$ cat src/rtl/if_else_emitter.sv
// ============================================================================
// Module   : if_else_emitter
// Brief    : Serializes "if x<op>C p=A else p=B;" as a 7-bit ASCII stream,
//            one character per valid/ready handshake. Constants are rendered
//            as unsigned decimal by iterative subtraction of powers of ten.
// Revision : 1.0  initial release
// ============================================================================
`default_nettype none

module if_else_emitter (
    input  logic        clk,
    input  logic        rst_n,
    input  logic        start,
    input  logic [2:0]  cmp,
    input  logic [31:0] val_c,
    input  logic [31:0] const1,
    input  logic [31:0] const2,
    output logic [6:0]  ascii_char,
    output logic        char_valid,
    input  logic        char_ready,
    output logic        busy,
    output logic        done,
    output logic        error_flag
);

    // ------------------------------------------------------------------------
    // Character codes
    // ------------------------------------------------------------------------
    localparam logic [6:0] c_CH_NUL   = 7'h00;
    localparam logic [6:0] c_CH_SPACE = 7'h20;
    localparam logic [6:0] c_CH_BANG  = 7'h21;
    localparam logic [6:0] c_CH_ZERO  = 7'h30;
    localparam logic [6:0] c_CH_SEMI  = 7'h3B;
    localparam logic [6:0] c_CH_LT    = 7'h3C;
    localparam logic [6:0] c_CH_EQ    = 7'h3D;
    localparam logic [6:0] c_CH_GT    = 7'h3E;
    localparam logic [6:0] c_CH_E     = 7'h65;
    localparam logic [6:0] c_CH_F     = 7'h66;
    localparam logic [6:0] c_CH_I     = 7'h69;
    localparam logic [6:0] c_CH_L     = 7'h6C;
    localparam logic [6:0] c_CH_P     = 7'h70;
    localparam logic [6:0] c_CH_S     = 7'h73;
    localparam logic [6:0] c_CH_X     = 7'h78;

    // Highest valid operator code; 6 and 7 are rejected at start
    localparam logic [2:0] c_CMP_MAX  = 3'd5;
    // Index of the most significant decimal position of a 32-bit value
    localparam logic [3:0] c_K_TOP    = 4'd9;
    // Literal segments: 0 "if x<op>", 1 " p=", 2 " else p=", 3 ";"
    localparam logic [1:0] c_SEG_LAST = 2'd3;

    typedef enum logic [2:0] {
        S_IDLE = 3'd0,
        S_LIT  = 3'd1,
        S_CONV = 3'd2,
        S_DIG  = 3'd3,
        S_FIN  = 3'd4
    } state_t;

    // ------------------------------------------------------------------------
    // Registers
    // ------------------------------------------------------------------------
    state_t      r_state;
    logic [1:0]  r_seg;     // current literal segment
    logic [3:0]  r_idx;     // character index within the segment
    logic [31:0] r_res;     // conversion residue
    logic [3:0]  r_k;       // current decimal position
    logic [3:0]  r_d;       // digit value accumulated at position r_k
    logic        r_nz;      // a nonzero digit of this number was emitted
    logic [2:0]  r_cmp;
    logic [31:0] r_c;
    logic [31:0] r_a;
    logic [31:0] r_b;
    logic        r_err;

    // Next-state values
    state_t      w_state;
    logic [1:0]  w_seg;
    logic [3:0]  w_idx;
    logic [31:0] w_res;
    logic [3:0]  w_k;
    logic [3:0]  w_d;
    logic        w_nz;
    logic [2:0]  w_cmp;
    logic [31:0] w_c;
    logic [31:0] w_a;
    logic [31:0] w_b;
    logic        w_err;

    logic [31:0] w_pow;
    logic [6:0]  w_lit;
    logic [3:0]  w_seg_last;
    logic [31:0] w_operand;

    // ------------------------------------------------------------------------
    // 10^k lookup for k = 0..9
    // ------------------------------------------------------------------------
    function automatic logic [31:0] pow10(input logic [3:0] k);
        case (k)
            4'd0:    pow10 = 32'd1;
            4'd1:    pow10 = 32'd10;
            4'd2:    pow10 = 32'd100;
            4'd3:    pow10 = 32'd1000;
            4'd4:    pow10 = 32'd10000;
            4'd5:    pow10 = 32'd100000;
            4'd6:    pow10 = 32'd1000000;
            4'd7:    pow10 = 32'd10000000;
            4'd8:    pow10 = 32'd100000000;
            4'd9:    pow10 = 32'd1000000000;
            default: pow10 = 32'd1;
        endcase
    endfunction

    // Operators "<" and ">" are one character; all others are two
    function automatic logic op_is_short(input logic [2:0] op);
        op_is_short = (op == 3'd2) || (op == 3'd3);
    endfunction

    // First character of the operator
    function automatic logic [6:0] op_char0(input logic [2:0] op);
        case (op)
            3'd0:    op_char0 = c_CH_EQ;
            3'd1:    op_char0 = c_CH_BANG;
            3'd2:    op_char0 = c_CH_LT;
            3'd3:    op_char0 = c_CH_GT;
            3'd4:    op_char0 = c_CH_LT;
            3'd5:    op_char0 = c_CH_GT;
            default: op_char0 = c_CH_NUL;
        endcase
    endfunction

    // Literal character at (segment, index); two-char operators end in '='
    function automatic logic [6:0] lit_char(input logic [1:0] seg,
                                            input logic [3:0] idx,
                                            input logic [2:0] op);
        lit_char = c_CH_NUL;
        case (seg)
            2'd0: begin
                case (idx)
                    4'd0:    lit_char = c_CH_I;
                    4'd1:    lit_char = c_CH_F;
                    4'd2:    lit_char = c_CH_SPACE;
                    4'd3:    lit_char = c_CH_X;
                    4'd4:    lit_char = op_char0(op);
                    4'd5:    lit_char = c_CH_EQ;
                    default: lit_char = c_CH_NUL;
                endcase
            end
            2'd1: begin
                case (idx)
                    4'd0:    lit_char = c_CH_SPACE;
                    4'd1:    lit_char = c_CH_P;
                    4'd2:    lit_char = c_CH_EQ;
                    default: lit_char = c_CH_NUL;
                endcase
            end
            2'd2: begin
                case (idx)
                    4'd0:    lit_char = c_CH_SPACE;
                    4'd1:    lit_char = c_CH_E;
                    4'd2:    lit_char = c_CH_L;
                    4'd3:    lit_char = c_CH_S;
                    4'd4:    lit_char = c_CH_E;
                    4'd5:    lit_char = c_CH_SPACE;
                    4'd6:    lit_char = c_CH_P;
                    4'd7:    lit_char = c_CH_EQ;
                    default: lit_char = c_CH_NUL;
                endcase
            end
            default: lit_char = c_CH_SEMI;
        endcase
    endfunction

    // Decode the current literal character, segment end index and the
    // number that follows the current segment
    always_comb begin
        w_pow      = pow10(r_k);
        w_lit      = lit_char(r_seg, r_idx, r_cmp);
        w_seg_last = 4'd0;
        w_operand  = r_b;
        case (r_seg)
            2'd0:    w_seg_last = op_is_short(r_cmp) ? 4'd4 : 4'd5;
            2'd1:    w_seg_last = 4'd2;
            2'd2:    w_seg_last = 4'd7;
            default: w_seg_last = 4'd0;
        endcase
        case (r_seg)
            2'd0:    w_operand = r_c;
            2'd1:    w_operand = r_a;
            default: w_operand = r_b;
        endcase
    end

    // Next-state and datapath update logic
    always_comb begin
        w_state = r_state;
        w_seg   = r_seg;
        w_idx   = r_idx;
        w_res   = r_res;
        w_k     = r_k;
        w_d     = r_d;
        w_nz    = r_nz;
        w_cmp   = r_cmp;
        w_c     = r_c;
        w_a     = r_a;
        w_b     = r_b;
        w_err   = r_err;

        case (r_state)
            S_IDLE: begin
                if (start) begin
                    if (cmp <= c_CMP_MAX) begin
                        w_cmp   = cmp;
                        w_c     = val_c;
                        w_a     = const1;
                        w_b     = const2;
                        w_err   = 1'b0;
                        w_seg   = 2'd0;
                        w_idx   = 4'd0;
                        w_state = S_LIT;
                    end else begin
                        w_err   = 1'b1;
                    end
                end
            end

            S_LIT: begin
                if (char_ready) begin
                    if (r_idx == w_seg_last) begin
                        if (r_seg == c_SEG_LAST) begin
                            w_state = S_FIN;
                        end else begin
                            w_res   = w_operand;
                            w_k     = c_K_TOP;
                            w_d     = 4'd0;
                            w_nz    = 1'b0;
                            w_state = S_CONV;
                        end
                    end else begin
                        w_idx = r_idx + 4'd1;
                    end
                end
            end

            S_CONV: begin
                if (r_res >= w_pow) begin
                    // Subtraction is guarded by the compare, so no underflow
                    w_res = r_res - w_pow;
                    w_d   = r_d + 4'd1;
                end else if ((r_d != 4'd0) || r_nz || (r_k == 4'd0)) begin
                    w_state = S_DIG;
                end else begin
                    // Leading zero: suppressed, move to the next position
                    w_k = r_k - 4'd1;
                    w_d = 4'd0;
                end
            end

            S_DIG: begin
                if (char_ready) begin
                    if (r_d != 4'd0) begin
                        w_nz = 1'b1;
                    end
                    if (r_k == 4'd0) begin
                        w_seg   = r_seg + 2'd1;
                        w_idx   = 4'd0;
                        w_state = S_LIT;
                    end else begin
                        w_k     = r_k - 4'd1;
                        w_d     = 4'd0;
                        w_state = S_CONV;
                    end
                end
            end

            S_FIN: begin
                w_state = S_IDLE;
            end

            default: begin
                w_state = S_IDLE;
            end
        endcase
    end

    // State and datapath registers with asynchronous reset
    always_ff @(posedge clk or negedge rst_n) begin
        if (!rst_n) begin
            r_state <= S_IDLE;
            r_seg   <= 2'd0;
            r_idx   <= 4'd0;
            r_res   <= 32'd0;
            r_k     <= 4'd0;
            r_d     <= 4'd0;
            r_nz    <= 1'b0;
            r_cmp   <= 3'd0;
            r_c     <= 32'd0;
            r_a     <= 32'd0;
            r_b     <= 32'd0;
            r_err   <= 1'b0;
        end else begin
            r_state <= w_state;
            r_seg   <= w_seg;
            r_idx   <= w_idx;
            r_res   <= w_res;
            r_k     <= w_k;
            r_d     <= w_d;
            r_nz    <= w_nz;
            r_cmp   <= w_cmp;
            r_c     <= w_c;
            r_a     <= w_a;
            r_b     <= w_b;
            r_err   <= w_err;
        end
    end

    // Outputs are decoded from registered state so they hold under
    // backpressure and clear as soon as reset is asserted
    always_comb begin
        ascii_char = c_CH_NUL;
        char_valid = 1'b0;
        busy       = 1'b0;
        done       = 1'b0;
        error_flag = r_err;
        case (r_state)
            S_LIT: begin
                ascii_char = w_lit;
                char_valid = 1'b1;
                busy       = 1'b1;
            end
            S_CONV: begin
                busy       = 1'b1;
            end
            S_DIG: begin
                ascii_char = c_CH_ZERO + {3'b000, r_d};
                char_valid = 1'b1;
                busy       = 1'b1;
            end
            S_FIN: begin
                done       = 1'b1;
            end
            default: begin
                ascii_char = c_CH_NUL;
            end
        endcase
    end

endmodule

`default_nettype wire

$ cat config.mk
export PLATFORM = sky130hd
export DESIGN_NAME = if_else_emitter
export DESIGN_NICKNAME = d
export VERILOG_FILES = /design/src/rtl/if_else_emitter.sv
export SDC_FILE = /design/constraint.sdc
export NUM_CORES = 1
export LEC_CHECK = 0
export ABC_AREA = 0
export CAP_MARGIN = 20
export CORE_MARGIN = 2
export CORE_UTILIZATION = 45
export DETAILED_ROUTE_END_ITERATION = 10
export DONT_BUFFER_PORTS = 1
export GPL_TIMING_DRIVEN = 0
export PLACE_DENSITY = 0.65
export SLEW_MARGIN = 20
export SYNTH_ARGS = -nofsm -noshare
export SYNTH_HDL_FRONTEND = slang
export SYNTH_SLANG_ARGS = --single-unit
$ cat constraint.sdc
create_clock -name clk -period 5.8 [get_ports clk]
set_input_delay 1.45 -clock clk [delete_from_list [all_inputs] [get_ports clk]]
set_output_delay 1.45 -clock clk [all_outputs]
set_load 0.1 [all_outputs]
==> summary.txt <==
Placed design
  • Port Buffer Count: 0
  • Post-placement cell count: 1251
  • Cell Area, Placed: between 9000 and 10000 sq um
  • GP Congestion: roughly 0.93
  • Place WS: roughly 1000 ps
  • Detailed placement HPWL: roughly 20 mm

Timing
  • Min Tclk post-route: ~5300 ps
  • Crit share post-route: 0.909
  • Fmax: between 150 and 200 MHz
  • RSZ-0062 raised after global routing: no
  • Relative slew slack: 0.266
  • Final setup violating endpoints: 0
  • Fin. Hold Viols: 0
  • Worst Skew: 9.36 ps
  • Fin. max-slew vios: 0
  • Worst setup margin: 526 ps
  • Worst slew pin tran: between 1000 and 1500 ps

Layout
  • Area delta synth->final: 11.6%
  • # nets final: roughly 1.2k
  • # fillers: about 1.9k
  • Fin util: 0.515
  • Final Non-Filler Cells: 1286
  • Design area: approximately 10000 sq um
  • Share of layout cells above drive strength 1: 0.164

Yosys
  • Register bit total from synthesis: 150
  • Top-area cell type share of the netlist area: 0.401
  • Mapped Nets: 1130
  • Post-synthesis cell type count: a little over 70
  • Synth warn: 0
  • EDFF count, synth: 0
  • Area of the mapped netlist: about 9400 sq um
  • Top_reg_cell synth: dfrtp_1
  • Synthesized area per cell: ~9.6 sq um
  • Yosys top cell by area: dfrtp_1
  • Synthesized instance count: between 900 and 1k
  • Post-synth ARST share: 1.00
  • Seq/Total Area, Yosys: 0.401
  • Area contributors post-synth: dfrtp_1, mux2_2, ha_1, a21oi_1, nor2_1

Critical path
  • Crit path max fanout: 10
  • CP max stage cell: a211oi_4
  • Number of cells on the worst reg-to-reg path: 16
  • Max incr delay on CP: around 880 ps
  • RR Endpoint: r_res[0]$_DFFE_PN0P_
  • Startpoint Class: flip-flop
  • Cells along the critical path: inv_1 -> ha_1 -> clkbuf_1 -> clkbuf_1 -> a22oi_1 -> o21ai_0 -> nor2_1 -> a211oi_4
  • Most common cell on crit path: clkbuf_1
  • CP Data Arrival Time: around 3800 ps
  • Reg2reg setup slack: roughly 1300 ps
  • Worst Setup Path Type: flip-flop to primary output
  • Reg2reg start: r_k[3]$_DFFE_PN0P_
  • Critical path required time: ~4400 ps
  • Setup crit end kind: primary output

CTS
  • Clk sinks: 150
  • Clk slew on worst S/H paths: 70 ps
  • CTS H-tree lvls: 4
  • Clk root buf: clkbuf_16
  • CTS resizes: 0
  • TritonCTS clock tree: done
  • Setup bufs post-CTS: 0
  • Longest Clk Path Bufs: 2
  • Hold_buf cts: 0
  • Worst-skew pair later-pin latency: 430 ps
  • CTS Buf Count: 17

Hold path
  • Hold wc startpoint: r_b[20]$_DFFE_PN0P_
  • Hold depth: 1
  • HP Class: flip-flop to flip-flop
  • Min-Delay Endpoint: r_b[20]$_DFFE_PN0P_

Floorplanning
  • Horiz. Die Dim: 148 microns
  • Die area: about 22000 sq um
  • Initial Util: 0.461
  • Core ar.: 20300 sq um
  • Row count: 52
  • Boundary pin count: ~110
  • Die Y: ~150 microns

Global routing
  • Vias in the first global route: 7496
  • Pin count of the biggest net entering global routing: roughly 150
  • Tot GR Track Use: 0.248
  • First-pass GRT wire length: approximately 42 mm
  • Initial antenna violation count: 5
  • Global route overflow: 0

Detailed routing
  • First drt pass iteration count: 5
  • # DRC: 0
  • Via count: about 7.7k
  • DRT iter0 DRCs: 637
  • Final antenna-violating net count: 0
  • Via-per-instance ratio: between 5 and 6
  • WL final: about 26 mm
  • Average wire per standard cell: about 21 microns

Outcome
  • Status: completed

Run
  • Max-cap violations: 0
[cell families (layout without fill, tap and decap cells)]
logic type	after synthesis	count (layout)	synth area share
AO/OA/AOI/OAI	283	283	0.199
XOR/XNOR	25	25	0.0234
adder cells (fa/ha/maj)	50	50	0.0676
buffers and inverters	90	126	0.0397
flip-flops	150	150	0.401
multiplexers	106	106	0.128
other	0	3	0
AND/OR/NAND/NOR	273	273	0.141
[metrics by stage]
stage	setup TNS [ps]	hold slack, ps
after floorplan	0	468
after global placement	-353	485
after detailed placement	0	493
after CTS	0	509
after global routing	0	521
final	0	508
[Yosys cell counts (9+ instances only)]
cell type	number
a211oi_1	16
nor2_1	77
clkbuf_1	56
nand2b_1	10
o21ai_0	57
a31oi_1	15
and2_1	11
dfrtp_1	150
a21o_1	10
nor2b_1	15
a22oi_1	33
nor3_1	15
ha_1	49
xnor2_1	16
a22o_1	10
inv_1	25
mux2_2	100
nand3_1	29
nand2_1	72
a21oi_1	74
xor2_1	9
nand4_1	9
[sequential cells by signal, summed over array words and instances, names as in the netlist, 4 cells and up]
signal  flops
r_a        32
r_b        32
r_c        32
r_d         4
r_idx       4
r_k         4
r_res      32
[worst max path at each step]
| stage | from | to | cells past startpoint |
|---|---|---|---|
| 2_1_floorplan | r_seg[0]$_DFFE_PN0P_ | ascii_char[0] | 8 |
| 3_3_place_gp | r_seg[0]$_DFFE_PN0P_ | ascii_char[0] | 8 |
| 3_5_place_dp | r_seg[0]$_DFFE_PN0P_ | ascii_char[0] | 8 |
| 4_1_cts | r_seg[1]$_DFFE_PN0P_ | ascii_char[0] | 8 |
| 5_1_grt | r_seg[0]$_DFFE_PN0P_ | ascii_char[0] | 8 |
| 6_report | r_seg[1]$_DFFE_PN0P_ | ascii_char[0] | 8 |
[worst max-delay path, delay by kind of cell (launching register included)]
family / cells / cell delay (ps)
AO/OA/AOI/OAI: 3 / 1380
buffers and inverters: 3 / 1190
flip-flops: 1 / 460
adder cells (fa/ha/maj): 1 / 250
AND/OR/NAND/NOR: 1 / 120
[layer usage]
layer,up-vias,share of wire,wire length (microns),GRT usage
li1,3639,-,-,-
met1,3746,0.47,12400,0.359
met2,232,0.44,11800,0.368
met3,34,0.067,1790,0.0592
met4,2,0.020,518,0.0786
met5,-,0.00049,13,0
[cell type report]
class                      count  area (sq um)  share of cell area
multi-input combinational    737          5320               0.509
sequential                   150          3750               0.359
clock buffer                  17           425              0.0407
tap                          270           338              0.0323
buffer                        65           278              0.0266
clock inverter                15           174              0.0166
inverter                      25          93.8             0.00898
timing repair buffer           4          61.3             0.00587
antenna                        3          7.51            0.000718
[layout by cell type, fill, tap and decap left out, types with 5 or more instances in the layout]
| master | netlist | routed |
|---|---|---|
| a211oi_1 | 16 | 14 |
| a21boi_0 | 7 | 7 |
| a21o_1 | 10 | 10 |
| a21oi_1 | 74 | 74 |
| a221oi_1 | 6 | 6 |
| a22o_1 | 10 | 10 |
| a22oi_1 | 33 | 33 |
| a31oi_1 | 15 | 13 |
| and2_1 | 11 | 11 |
| and3_1 | 7 | 7 |
| clkbuf_1 | 56 | 56 |
| clkbuf_16 | 0 | 17 |
| dfrtp_1 | 150 | 150 |
| ha_1 | 49 | 49 |
| inv_1 | 25 | 25 |
| inv_8 | 0 | 5 |
| mux2_2 | 100 | 100 |
| nand2_1 | 72 | 72 |
| nand2b_1 | 10 | 10 |
| nand3_1 | 29 | 29 |
| nand4_1 | 9 | 9 |
| nor2_1 | 77 | 75 |
| nor2b_1 | 15 | 15 |
| nor3_1 | 15 | 14 |
| o211ai_1 | 5 | 5 |
| o21a_1 | 8 | 8 |
| o21ai_0 | 57 | 57 |
| xnor2_1 | 16 | 16 |
| xor2_1 | 9 | 9 |
Power is not shown: default switching activity piles up to over one toggle a cycle in this logic, so the estimate is an artifact.
